**src/rtl/pn_pkg.sv**
```systemverilog
// Shared definitions for the Polish-notation stack evaluator:
// opcodes, error codes, FSM states and the buffered token format.
package pn_pkg;

   // Widest token value the buffer can hold; IN_W must not exceed it.
   localparam int unsigned PN_TOKV_W = 8;

   localparam logic [2:0] OP_ADD    = 3'd0;
   localparam logic [2:0] OP_SUB    = 3'd1;
   localparam logic [2:0] OP_MUL    = 3'd2;
   localparam logic [2:0] OP_ABSADD = 3'd3;
   localparam logic [2:0] OP_DIV    = 3'd4;

   localparam logic [2:0] ERR_OK        = 3'd0;
   localparam logic [2:0] ERR_UNDERFLOW = 3'd1;
   localparam logic [2:0] ERR_STKOVF    = 3'd2;
   localparam logic [2:0] ERR_LEFTOVER  = 3'd3;
   localparam logic [2:0] ERR_BADOP     = 3'd4;
   localparam logic [2:0] ERR_TOKOVF    = 3'd5;
   localparam logic [2:0] ERR_DIVZERO   = 3'd6;

   typedef enum logic [1:0] {
      ST_IDLE = 2'd0,
      ST_LOAD = 2'd1,
      ST_EVAL = 2'd2,
      ST_OUT  = 2'd3
   } pn_state_e;

   typedef struct packed {
      logic                 operator;
      logic [PN_TOKV_W-1:0] value;
   } pn_tok_t;

endpackage

```
**src/rtl/pn_stack_eval_alu.sv**
```systemverilog
// Combinational operator unit f(a,b,op) for the PN evaluator.
// Macro PN_DIV_EN: when defined, opcode 4 is signed division; otherwise it is reserved.
module pn_alu
   import pn_pkg::*;
#(
   parameter int unsigned DW  = 32,
   parameter int unsigned OPW = 3
) (
   input  logic [DW-1:0]  a,
   input  logic [DW-1:0]  b,
   input  logic [OPW-1:0] op,
   output logic [DW-1:0]  result,
   output logic           bad_op,
   output logic           div_zero
);

   logic signed [DW-1:0] sa;
   logic signed [DW-1:0] sb;
   logic signed [DW-1:0] sum;

   assign sa  = a;
   assign sb  = b;
   assign sum = sa + sb;

`ifdef PN_DIV_EN
   localparam logic signed [DW-1:0] MOST_NEG = {1'b1, {(DW-1){1'b0}}};
`endif

   always_comb begin
      result   = '0;
      bad_op   = 1'b0;
      div_zero = 1'b0;
      case (op)
         OPW'(OP_ADD):    result = sum;
         OPW'(OP_SUB):    result = sa - sb;
         OPW'(OP_MUL):    result = sa * sb;
         OPW'(OP_ABSADD): result = sum[DW-1] ? -sum : sum;
`ifdef PN_DIV_EN
         OPW'(OP_DIV): begin
            // MOST_NEG / -1 overflows; it is defined to wrap back to MOST_NEG
            if (sb == '0)
               div_zero = 1'b1;
            else if (sa == MOST_NEG && sb == '1)
               result = MOST_NEG;
            else
               result = sa / sb;
         end
`endif
         default:         bad_op = 1'b1;
      endcase
   end

endmodule

```
**src/rtl/pn_stack_eval.sv**
```systemverilog
// Buffers one token burst, then evaluates it as prefix or postfix on an operand
// stack, one token per cycle. Optional divide is controlled by macro PN_DIV_EN (see pn_alu).
module pn_stack_eval
   import pn_pkg::*;
#(
   parameter int unsigned DW        = 32,
   parameter int unsigned IN_W      = 3,
   parameter int unsigned TOK_DEPTH = 16,
   parameter int unsigned STK_DEPTH = 8
) (
   input  logic            clk,
   input  logic            rst_n,
   input  logic            in_valid,
   output logic            in_ready,
   input  logic            mode,
   input  logic            operator,
   input  logic [IN_W-1:0] in,
   output logic            out_valid,
   input  logic            out_ready,
   output logic [DW-1:0]   out,
   output logic [2:0]      out_err
);

   localparam int unsigned CW  = $clog2(TOK_DEPTH + 1);
   localparam int unsigned IW  = $clog2(TOK_DEPTH);
   localparam int unsigned SW  = $clog2(STK_DEPTH + 1);
   localparam int unsigned SAW = $clog2(STK_DEPTH);
   localparam logic [CW-1:0] TOK_FULL = CW'(TOK_DEPTH);
   localparam logic [SW-1:0] STK_FULL = SW'(STK_DEPTH);

   pn_state_e      state_q, state_d;
   logic           mode_q, mode_d;
   logic           tokovf_q, tokovf_d;
   logic [CW-1:0]  cnt_q, cnt_d;
   logic [CW-1:0]  pos_q, pos_d;
   pn_tok_t        cur_q, cur_d;
   logic           cur_vld_q, cur_vld_d;
   logic [SW-1:0]  sp_q, sp_d;
   logic [DW-1:0]  res_q, res_d;
   logic [2:0]     err_q, err_d;
   pn_tok_t        tok_q [TOK_DEPTH];
   pn_tok_t        tok_d [TOK_DEPTH];
   logic [DW-1:0]  stk_q [STK_DEPTH];
   logic [DW-1:0]  stk_d [STK_DEPTH];

   pn_tok_t        tok_in;
   logic [IW-1:0]  fidx;
   logic [SAW-1:0] sp_m1;
   logic [SAW-1:0] sp_m2;
   logic [DW-1:0]  top;
   logic [DW-1:0]  nxt;
   logic [DW-1:0]  alu_a;
   logic [DW-1:0]  alu_b;
   logic [DW-1:0]  alu_res;
   logic           alu_bad;
   logic           alu_dz;
   logic [2:0]     err_v;

   assign tok_in.operator = operator;
   assign tok_in.value    = PN_TOKV_W'(in);

   // Prefix fetches from the end of the buffer, postfix from the start.
   assign fidx  = mode_q ? pos_q[IW-1:0] : IW'(cnt_q - pos_q - CW'(1));
   assign sp_m1 = SAW'(sp_q - SW'(1));
   assign sp_m2 = SAW'(sp_q - SW'(2));
   assign top   = stk_q[sp_m1];
   assign nxt   = stk_q[sp_m2];
   assign alu_a = mode_q ? nxt : top;
   assign alu_b = mode_q ? top : nxt;

   pn_alu #(
      .DW  (DW),
      .OPW (IN_W)
   ) u_alu (
      .a        (alu_a),
      .b        (alu_b),
      .op       (cur_q.value[IN_W-1:0]),
      .result   (alu_res),
      .bad_op   (alu_bad),
      .div_zero (alu_dz)
   );

   always_comb begin
      state_d   = state_q;
      mode_d    = mode_q;
      tokovf_d  = tokovf_q;
      cnt_d     = cnt_q;
      pos_d     = pos_q;
      cur_d     = cur_q;
      cur_vld_d = cur_vld_q;
      sp_d      = sp_q;
      res_d     = res_q;
      err_d     = err_q;
      tok_d     = tok_q;
      stk_d     = stk_q;
      err_v     = ERR_OK;

      case (state_q)
         ST_IDLE: begin
            if (in_valid) begin
               tok_d[0] = tok_in;
               cnt_d    = CW'(1);
               mode_d   = mode;
               tokovf_d = 1'b0;
               state_d  = ST_LOAD;
            end
         end

         ST_LOAD: begin
            if (in_valid) begin
               if (cnt_q < TOK_FULL) begin
                  tok_d[cnt_q[IW-1:0]] = tok_in;
                  cnt_d = cnt_q + CW'(1);
               end else begin
                  tokovf_d = 1'b1;
               end
            end else if (tokovf_q) begin
               res_d   = '0;
               err_d   = ERR_TOKOVF;
               state_d = ST_OUT;
            end else begin
               pos_d     = '0;
               cur_vld_d = 1'b0;
               sp_d      = '0;
               state_d   = ST_EVAL;
            end
         end

         ST_EVAL: begin
            // Token buffer read is registered: cur_q is executed while the next token is fetched.
            if (cur_vld_q) begin
               if (!cur_q.operator) begin
                  if (sp_q == STK_FULL) begin
                     err_v = ERR_STKOVF;
                  end else begin
                     stk_d[sp_q[SAW-1:0]] = DW'(cur_q.value);
                     sp_d = sp_q + SW'(1);
                  end
               end else if (sp_q < SW'(2)) begin
                  err_v = ERR_UNDERFLOW;
               end else if (alu_bad) begin
                  err_v = ERR_BADOP;
               end else if (alu_dz) begin
                  err_v = ERR_DIVZERO;
               end else begin
                  stk_d[sp_m2] = alu_res;
                  sp_d = sp_q - SW'(1);
               end
            end

            if (err_v != ERR_OK) begin
               res_d   = '0;
               err_d   = err_v;
               state_d = ST_OUT;
            end else if (pos_q == cnt_q) begin
               if (sp_d == SW'(1)) begin
                  res_d = stk_d[0];
                  err_d = ERR_OK;
               end else begin
                  res_d = '0;
                  err_d = ERR_LEFTOVER;
               end
               state_d = ST_OUT;
            end else begin
               cur_d     = tok_q[fidx];
               cur_vld_d = 1'b1;
               pos_d     = pos_q + CW'(1);
            end
         end

         ST_OUT: begin
            if (out_ready) begin
               cnt_d     = '0;
               pos_d     = '0;
               cur_vld_d = 1'b0;
               sp_d      = '0;
               tokovf_d  = 1'b0;
               state_d   = ST_IDLE;
            end
         end

         default: state_d = ST_IDLE;
      endcase
   end

   always_ff @(posedge clk or negedge rst_n) begin
      if (!rst_n) begin
         state_q   <= ST_IDLE;
         mode_q    <= 1'b0;
         tokovf_q  <= 1'b0;
         cnt_q     <= '0;
         pos_q     <= '0;
         cur_q     <= '0;
         cur_vld_q <= 1'b0;
         sp_q      <= '0;
         res_q     <= '0;
         err_q     <= '0;
         for (int unsigned i = 0; i < TOK_DEPTH; i++) tok_q[i] <= '0;
         for (int unsigned i = 0; i < STK_DEPTH; i++) stk_q[i] <= '0;
      end else begin
         state_q   <= state_d;
         mode_q    <= mode_d;
         tokovf_q  <= tokovf_d;
         cnt_q     <= cnt_d;
         pos_q     <= pos_d;
         cur_q     <= cur_d;
         cur_vld_q <= cur_vld_d;
         sp_q      <= sp_d;
         res_q     <= res_d;
         err_q     <= err_d;
         tok_q     <= tok_d;
         stk_q     <= stk_d;
      end
   end

   assign in_ready  = (state_q == ST_IDLE) || (state_q == ST_LOAD);
   assign out_valid = (state_q == ST_OUT);
   assign out       = out_valid ? res_q : '0;
   assign out_err   = out_valid ? err_q : '0;

endmodule

```
**config.mk**
```make
export PLATFORM = sky130hd
export DESIGN_NAME = pn_stack_eval
export DESIGN_NICKNAME = d
export VERILOG_FILES = /design/src/rtl/pn_pkg.sv /design/src/rtl/pn_stack_eval_alu.sv /design/src/rtl/pn_stack_eval.sv
export SDC_FILE = /design/constraint.sdc
export NUM_CORES = 2
export LEC_CHECK = 0
export CORE_MARGIN = 10
export CORE_UTILIZATION = 47
export DETAILED_ROUTE_END_ITERATION = 7
export RECOVER_POWER = 25
export SLEW_MARGIN = 15
export SYNTH_ARGS = -nofsm -noshare
export SYNTH_HDL_FRONTEND = slang
export SYNTH_SLANG_ARGS = --single-unit
```
**constraint.sdc**
```tcl
create_clock -name clk -period 11.6 [get_ports clk]
set_input_delay 1.16 -clock clk [delete_from_list [all_inputs] [get_ports clk]]
set_output_delay 1.16 -clock clk [all_outputs]
set_load 0.01 [all_outputs]
```
Yosys cells after proc, flatten, opt, wreduce, memory -nomap -nowiden
Cells that the tools add are included.

Logic and storage cells: 214. Bits of input ports: 9. Output and inout port bits: 37. RAM bits: 0. Memory bits (read-only): 0. Latch bits: 0. Memories: 0. Bits in registers: 463.

Shift operators: 0. Mux-type cells: 89. $lt $le $gt $ge: 10. Equal/unequal tests: 23. Bitwise logic cells: 7. Div/mod/pow operators: 0. Add/subtract/negate cells: 10. Multipliers: 1. Reductions and logical operators: 23.

Operators with widths (number): two-way mux 256 bit (5); bitwise mux 256 bit (2); two-way mux 32 bit (15); two-way mux 144 bit (2); binary-select mux 32 bit (select 3 bit) (2); demux 32 bit (select 3 bit) (2); bitwise mux 144 bit (1); one-hot mux 32 bit (4 select lines) (1); one-hot mux 32 bit (2 select lines) (1); two-way mux 4 bit (10); two-way mux 5 bit (8); binary-select mux 9 bit (select 4 bit) (1); demux 9 bit (select 4 bit) (1); two-way mux 9 bit (4); adder 32 bit (1); multiplier 32 x 32 -> 32 bit (1); negation 32 bit (1); subtractor 32 bit (1); two-way mux 3 bit (10); one-hot mux 5 bit (3 select lines) (2); inequality test 2 bit (second input constant) (12); one-hot mux 9 bit (2 select lines) (1); AND reduction 4 bit (4); AND reduction 5 bit (3); other kinds (39) (72).

Longest topological paths before layout
Depth after elaboration: 19. Depth in mapped cells: 46. Gate-level depth less buffers: 36.

Modules after synthesis
From an unflattened synthesis, not the netlist that was laid out.

Cells, all modules: 4316. Area, all modules: 41992.8 um^2.

Modules (own cells, without submodules): pn_alu (sequential area each 0.0 um^2, area each 21162.8 um^2, times used 1, cells each 2536); pn_stack_eval (sequential area each 9484.1 um^2, area each 20830.0 um^2, times used 1, cells each 1780).

Worst setup path after synthesis
Ideal clock, no wire load.

Path type: reg-to-reg. Start point: register sp_q[0]. End point: register stk_q[126] in the netlist's numbering. Cell stages (with the launch flop): 41. Data required time: 11.466 ns. Period minus slack after synthesis: 10.679 ns. Setup time: 0.134 ns. Buffers on the path: 9. Arrival time: 10.545 ns. Setup slack: 0.921 ns. Cells stage by stage: dfrtp_1 -> buf_6 -> buf_12 -> buf_6 -> buf_6 -> clkbuf_1 -> inv_1 -> clkbuf_1 -> ha_1 -> buf_2 -> clkbuf_1 -> mux4_2 -> mux2_2 -> o21ai_1 -> clkbuf_1 -> nor2_1 -> fa_1 -> fa_1 -> [... 5 more ...] -> inv_1 -> fa_1 -> inv_1 -> fa_1 -> fa_1 -> ha_1 -> a21o_1 -> a21o_1 -> a2111oi_0 -> a21oi_1 -> a311o_1 -> a31oi_1 -> o21bai_1 -> a21oi_1 -> xnor2_1 -> a221o_1 -> a211oi_4 -> o21ai_1.

Longest elaborated chain between the ends: 14. Elaborated cells between the ends (all ways): 40. Those cells by class: add/sub: 5; mul: 1; order compare: 5; eq/ne: 3; mux: 20; bitwise: 3; reduce/logical: 3.

RTL lines: from (decl) (RTL line pn_stack_eval.sv:38) `logic [SW-1:0] sp_q, sp_d;`; from (signal assigned) (RTL line pn_stack_eval.sv:208) `sp_q <= sp_d;`; subtractor 4 x 1 -> 4 bit / subtractor 3 x 2 -> 3 bit (equally long branches); NOT 3 -> 4 bit, on equally long branches (RTL line pn_stack_eval.sv:66, pn_stack_eval.sv:67, pn_stack_eval.sv:146); binary-select mux 32 bit (select 3 bit), on equally long branches (RTL line pn_stack_eval.sv:66, pn_stack_eval.sv:67); two-way mux 32 bit, on equally long branches (2 in a row) (RTL line pn_stack_eval.sv:66, pn_stack_eval.sv:67); two-way mux 32 bit, on equally long branches (RTL line pn_stack_eval.sv:68, pn_stack_eval.sv:69); adder 32 bit (RTL line pn_stack_eval_alu.sv:23) `assign sum = sa + sb;`; negation 32 bit (RTL line pn_stack_eval_alu.sv:37) `OPW'(OP_ABSADD): result = sum[DW-1] ? -sum : sum;`; two-way mux 32 bit (RTL line pn_stack_eval_alu.sv:37); one-hot mux 32 bit (4 select lines) (RTL line pn_stack_eval_alu.sv:33) `case (op)`; bitwise mux 256 bit (RTL line pn_stack_eval.sv:146) `stk_d[sp_m2] = alu_res;`; two-way mux 256 bit (RTL line pn_stack_eval.sv:141) `end else if (alu_bad) begin`; two-way mux 256 bit (RTL line pn_stack_eval.sv:139) `end else if (sp_q < SW'(2)) begin`; two-way mux 256 bit (RTL line pn_stack_eval.sv:132) `if (!cur_q.operator) begin`; to (signal assigned) (RTL line pn_stack_eval.sv:212) `stk_q <= stk_d;`; to (decl) (RTL line pn_stack_eval.sv:43) `logic [DW-1:0] stk_q [STK_DEPTH];`.

Parallel ways exist; a longest one is shown, timed or not. The select of a mux whose other input is x is not followed. A chain may end at the register's enable or synchronous reset.

Worst setup path in the final report
Start point: register sp_q[0]. End point: register stk_q[190] in the netlist's numbering.

Same word-level chain as after synthesis.

==> flow_metrics.py <==
metrics = {
    "cts": {
        "cts.repair.resized": 0,
        "postCtsHoldBufs": 0,
        "clkSinkCount": 379,
        "insertion_delay_ns": 0.55,
        "h-tree-depth": 2,
        "cts_tree": "built",
        "numCtsBuffers": 38,
        "clockRootBuffer": "clkbuf_16",
        "cts_max_path_buffers": 3,
        "path_clk_slew_ns": 0.07,
        "post_cts_buffers": 0,
    },
    "logic_synthesis": {
        "async_reset_ff_share_pct": 100.0,
        "netlist_instances": 4392,
        "yosys_register_bits": 379,
        "ys_seq_area_share_pct": 23.14,
        "synth_fp_nets": 5044,
        "yosys_warnings": 0,
        "synthFlopType": "dfrtp_1",
        "synth_cell_types": 95,
        "synthesis.area_mm2": 0.04099,
        "synth_area_per_cell_um2": 9.333,
        "synth_edf_count": 0,
    },
    "worst_setup_path": {
        "startpoint_type": "register",
        "ff2ff_path_depth": 31,
        "cpMostUsedCell": "fa_1",
        "crit_fanout": 35,
        "critPathKind": "register to register",
        "cp.arrival_ns": 11.39,
        "end_kind": "register",
        "cpMaxStageDelayCell": "ha_4",
        "rr_endpoint": "stk_q[190]",
        "reg2reg_slack_ns": 0.61,
        "cp.required_ns": 12.00,
        "r2r-start": "sp_q[0]",
        "slowest_delay_ns": 0.70,
    },
    "global_route": {
        "grt_max_degree": 170,
        "grt_pass1_wl_mm": 210.6,
        "antenna_found_initial": 3,
        "grt_pass1_vias": 33510,
        "grtUsageTotal_pct": 27.60,
        "grt_overflow": 0,
    },
    "hold_path": {
        "whs_path_depth": 1,
        "min_to": "res_q[5]",
        "hp-class": "register to register",
        "hold_start": "res_q[5]",
    },
    "layout": {
        "num-nets-final": 5030,
        "final_common_cell": "nor2_1",
        "final_cell_mix": "nor2_1 (559), inv_1 (544), nand2_1 (508)",
        "fill_cells": 8163,
        "final_cell_area_mm2": 0.04423,
        "drive_gt1_share_pct": 10.24,
        "final_cell_count_no_fill": 5561,
        "synthToLayoutAreaGrowth_pct": 7.893,
    },
    "routing": {
        "drt_iter0_markers": 3008,
        "vias": 33280,
        "drt-vias-per-instance": 5.985,
        "drt-wirelength-per-cell_um": 24.79,
        "antenna_left": 0,
        "drt_wl_total_mm": 137.9,
        "dr.pass1.iters": 6,
        "drc": 0,
    },
    "floorplanning": {
        "pin_count": 46,
        "start_util_pct": 47.32,
        "die_w_um": 315.3,
        "core_area_mm2": 0.08662,
        "die_h_um": 315.3,
        "die-area_mm2": 0.09943,
        "std_cell_rows": 108,
    },
    "sta": {
        "finalHoldViolCount": 0,
        "period_needed_ns": 10.99,
        "maxSlewViolCount": 148,
        "timing.final.crit_share_pct": 94.77,
        "setup_tns_ns": 0,
        "tightestPinTransition_ns": 4.089,
        "slew-limit-headroom_pct": -172.6,
        "setup_viol": 0,
        "fmax_mhz": 90.97,
        "rsz0062_at_grt": "false",
        "finClkSkew_ns": 0.02809,
        "worst_slack_ns": 0.6071,
    },
    "placed_design": {
        "dpl_cell_area_mm2": 0.04296,
        "numPortBuffers": 45,
        "dp_slack_ns": 0.7018,
        "place_congestion": 1.002,
        "hpwlAfterDp_mm": 106.6,
        "dp.cells": 5493,
    },
    "outcome": {
        "status": "finished with violations",
        "violations": "max-capacitance violations, max-slew violations",
    },
    "job": {
        "cap_violations": 2,
    },
}
layer usage:
layer | share of wire [%] | track usage, % | vias up
li1 | - | - | 14640
met1 | 43 | 37.82 | 16900
met2 | 45 | 43.46 | 1438
met3 | 7.4 | 4.171 | 295
met4 | 4.7 | 11.53 | 6
met5 | 0.034 | 0 | -
kinds of logic (layout without fill, tap and decap cells):
logic type,count (synthesis),in the layout,synth area share [%]
AO/OA/AOI/OAI,793,793,12.59
XOR/XNOR,170,170,3.632
adder cells (fa/ha/maj),643,643,27.15
buffers and inverters,779,792,7.542
flip-flops,379,379,23.14
multiplexers,312,312,12.47
other,0,1,0
AND/OR/NAND/NOR,1316,1316,13.48
how the worst max path moves through the flow:
stage	startpoint	to	slack, ns	depth (start not counted)
floorplan	sp_q[0]	stk_q[126]	0.92	40
global placement	sp_q[0]	stk_q[126]	0.81	28
detailed placement	sp_q[0]	stk_q[30]	0.70	32
CTS	sp_q[0]	stk_q[190]	0.69	32
global route	sp_q[0]	stk_q[190]	0.1	33
finish	sp_q[0]	stk_q[190]	0.61	31
synth_stat cells (all sizes together), types with 65 or more instances:
cell type | n | area [um^2]
ha | 232 | 2903
mux4 | 145 | 3329
a22o | 65 | 569.3
xnor2 | 119 | 1042
nand2 | 509 | 1913
o21ai | 311 | 1579
dfrtp | 379 | 9484
mux2 | 87 | 979.7
nor2 | 560 | 2105
mux2i | 80 | 800.8
inv | 546 | 2049
fa | 411 | 8228
a21oi | 134 | 681.9
clkbuf | 166 | 625.6
critical path: cells and delay by family, from the launching register on:
family | cells | cell delay [ns]
mux | 2 | 0.54
compound gates | 12 | 3.63
fa+ha+maj | 10 | 5.04
buf+inv | 4 | 0.60
simple gates | 2 | 0.25
flops | 1 | 0.55
xor+xnor | 1 | 0.19
state kept, by name (all words and copies together) (netlist names):
signal,flops
pos_q,5
mode_q,1
stk_q,256
tok_q,64
res_q,32
cnt_q,5
state_q,2
tokovf_q,1
err_q,3
sp_q,4
cur_vld_q,1
cur_q,5
through the flow:
stage,util [%],hold WS [ns]
2_1_floorplan,-,0.4409
3_3_place_gp,49.60,0.4615
3_5_place_dp,49.60,0.4580
4_1_cts,51.07,0.4783
5_1_grt,51.06,0.4935
6_report,51.06,0.4750
final cells by class:
cell class                      instances  area, um^2  area share, %
Inverter                              557        2091          4.727
Timing Repair Buffer                  168        1439          3.253
Antenna cell                            1       2.502       0.005658
Sequential cell                       379        9490          21.46
Clock buffer                           55        1085          2.453
Clock inverter                         12       186.4         0.4215
Tap cell                             1155        1445          3.268
Multi-Input combinational cell       3234       28490          64.41
Power is left out: the tool's default activity adds up to more than one toggle a clock period on the data nets, which glitch-free logic cannot reach.
==> variant, RTL diff (config.mk and constraints unchanged) <==
Add an input register stage for `mode`; this delays it by one clock. The other inputs are not delayed to match.
--- a/src/rtl/pn_stack_eval.sv
+++ b/src/rtl/pn_stack_eval.sv
@@ -30,2 +30,8 @@
 
+   logic mode_r;
+
+   always_ff @(posedge clk) begin
+      mode_r <= mode;
+   end
+
    pn_state_e      state_q, state_d;
@@ -102,3 +108,3 @@
                cnt_d    = CW'(1);
-               mode_d   = mode;
+               mode_d   = mode_r;
                tokovf_d = 1'b0;
Function: not settled (the Yosys comparison gave no result); the edit may change what the design does.
==> variant against the original RTL <==
The flow still finishes with violations (capacitance limit, slew limit); routed wire length grew 3.5%; final area is 0.47% lower; non-clock buffer count shrank 7; via count is essentially flat; worst setup slack improved by 40 ps; area after synthesis is 0.45% lower; sequential cell count rose by 1; critical path type unchanged.
==> variant: results (changes against the original RTL) <==
reg2reg_depth: 32  # +3.2%
wl_met2_microns: 65580  # +4.9%
slew_headroom: -1.700  # +0.02556
swShare: 0.5545
violations: "capacitance limit, slew limit"
final-max-slew-violation-count: 267  # +80%
drt_wl_total_microns: 142700  # +3.5%
grt_pass1_wl_microns: 217300  # +3.2%
portBuffers: 45  # unchanged
layout.cells.non_filler: 5461  # -1.8%
ys_top_cells_by_count: "nor2_1, inv_1, nand2_1, fa_1, dfrtp_1"
holdWs_ps: 482.2  # +7.210 ps
syn_nets: 4956  # -1.7%
placed_area_sq_mm: 0.04281  # -0.35%
crit_fanout: 20  # -43%
drv_cap: 4  # +2
h-tree-depth: 2  # unchanged
crit_slowest_cell: "ha_2"
place_ws_ps: 803.0  # +101.1 ps
place_hpwl_microns: 107400  # +0.76%
top_layer: "met5"
hold-path-cell-count: 2  # +1
outcome: "finished, violations left"
critPathMaxStageDelay_ps: 1000  # +300 ps
synth.distinct_cells: 96  # +1.1%
wirelength_met1_microns: 57490  # -2.0%
whs_endpoint: "err_q[1]$_DFFE_PN0P_"
finalWeightedCongestion: 0.9976  # -0.46%
post_cts_buffers: 0  # unchanged
nFillCells: 8162  # -0.012%
grt_max_degree: 82  # -52%
r2r-start: "sp_q[2]$_DFFE_PN0P_"
antenna_found_initial: 2  # -1
avgSynthCellArea_sq_um: 9.482  # +1.6%
dp_cells: 5394  # -1.8%
drive_gt1_frac: 0.1089  # +0.006559
synth_top_cells_by_area: "dfrtp_1, fa_1, mux4_2"
r2r_end: "stk_q[29]$_DFFE_PN0P_"
ys_seq_area_frac: 0.2329  # +0.001526
async_flop_share: 0.9974  # -0.002632
num-nets-final: 4931  # -2.0%
synth-main-ff-cell: "dfrtp_1"
grt_usage: 0.2872  # +0.01122
crit_arrival_ps: 11330  # -60 ps
grt_pass1_vias: 34180  # +2.0%
num_vias: 33290  # +0.033%
firstDrtPassIters: 8  # +2
final.setup_skew_ps: 20.14  # -7.954 ps
==> variant: cell count changes after synthesis, sizes merged, moves of 13 or more <==
cell	change
nand2	-55
xnor2	+24
inv	-14
o21ai	-105
nor2	-13
a22o	+59
==> variant: kinds of logic (layout without fill, tap and decap cells) <==
group,Yosys count,in the layout,synth area share
buffers and inverters,774,775,0.07269
flip-flops,380,380,0.2329
adder cells (fa/ha/maj),643,643,0.2727
other,0,1,0
AND/OR/NAND/NOR,1233,1233,0.1269
AO/OA/AOI/OAI,772,772,0.1299
multiplexers,320,320,0.1255
XOR/XNOR,182,182,0.03943
==> variant: layout make-up <==
type	count	area, sq um	share of cell area
inverters	548	2057	0.04673
multi-input cells	3150	28450	0.6463
clock buffers	50	1066	0.02422
repair buffers	161	1329	0.03019
well taps	1155	1445	0.03283
diodes	1	2.502	0.00005685
clock inverters	16	157.7	0.003581
flip-flops and latches	380	9510	0.2161
==> variant: layer usage <==
layer | up-vias | track usage
met5 | - | 0
met4 | 2 | 0.1280
met3 | 343 | 0.04937
met2 | 1487 | 0.4607
met1 | 17080 | 0.3791
li1 | 14390 | -
==> variant: worst max path at each step <==
stage                                    from                     end  slack, ps  depth (start not counted)
after detailed placement  sp_q[2]$_DFFE_PN0P_  stk_q[159]$_DFFE_PN0P_        800                         32
after CTS                 sp_q[2]$_DFFE_PN0P_  stk_q[159]$_DFFE_PN0P_        780                         32
after global placement    sp_q[2]$_DFFE_PN0P_  stk_q[159]$_DFFE_PN0P_        800                         32
final                     sp_q[2]$_DFFE_PN0P_   stk_q[29]$_DFFE_PN0P_        650                         32
after floorplan           sp_q[1]$_DFFE_PN0P_  stk_q[127]$_DFFE_PN0P_       1160                         38
after global routing      sp_q[2]$_DFFE_PN0P_  stk_q[253]$_DFFE_PN0P_        130                         32
==> variant: power groups by stage <==
stage | clock, W | sequential, W | combinational [W]
6_report | 0.00124 | 0.00156 | 0.00851
2_1_floorplan | 0 | 0.00152 | 0.00537
3_3_place_gp | 0 | 0.00158 | 0.00831
3_5_place_dp | 0 | 0.00158 | 0.00832
4_1_cts | 0.00126 | 0.00156 | 0.00840
5_1_grt | 0.00131 | 0.00158 | 0.00921
==> variant: worst max-delay path: cells and delay by family, from the launching register on <==
family / cells / cell delay [ps]
fa+ha+maj: 11 / 5260
compound gates: 9 / 2340
buf+inv: 7 / 1380
mux: 2 / 700
flops: 1 / 610
simple gates: 2 / 280
xor+xnor: 1 / 190
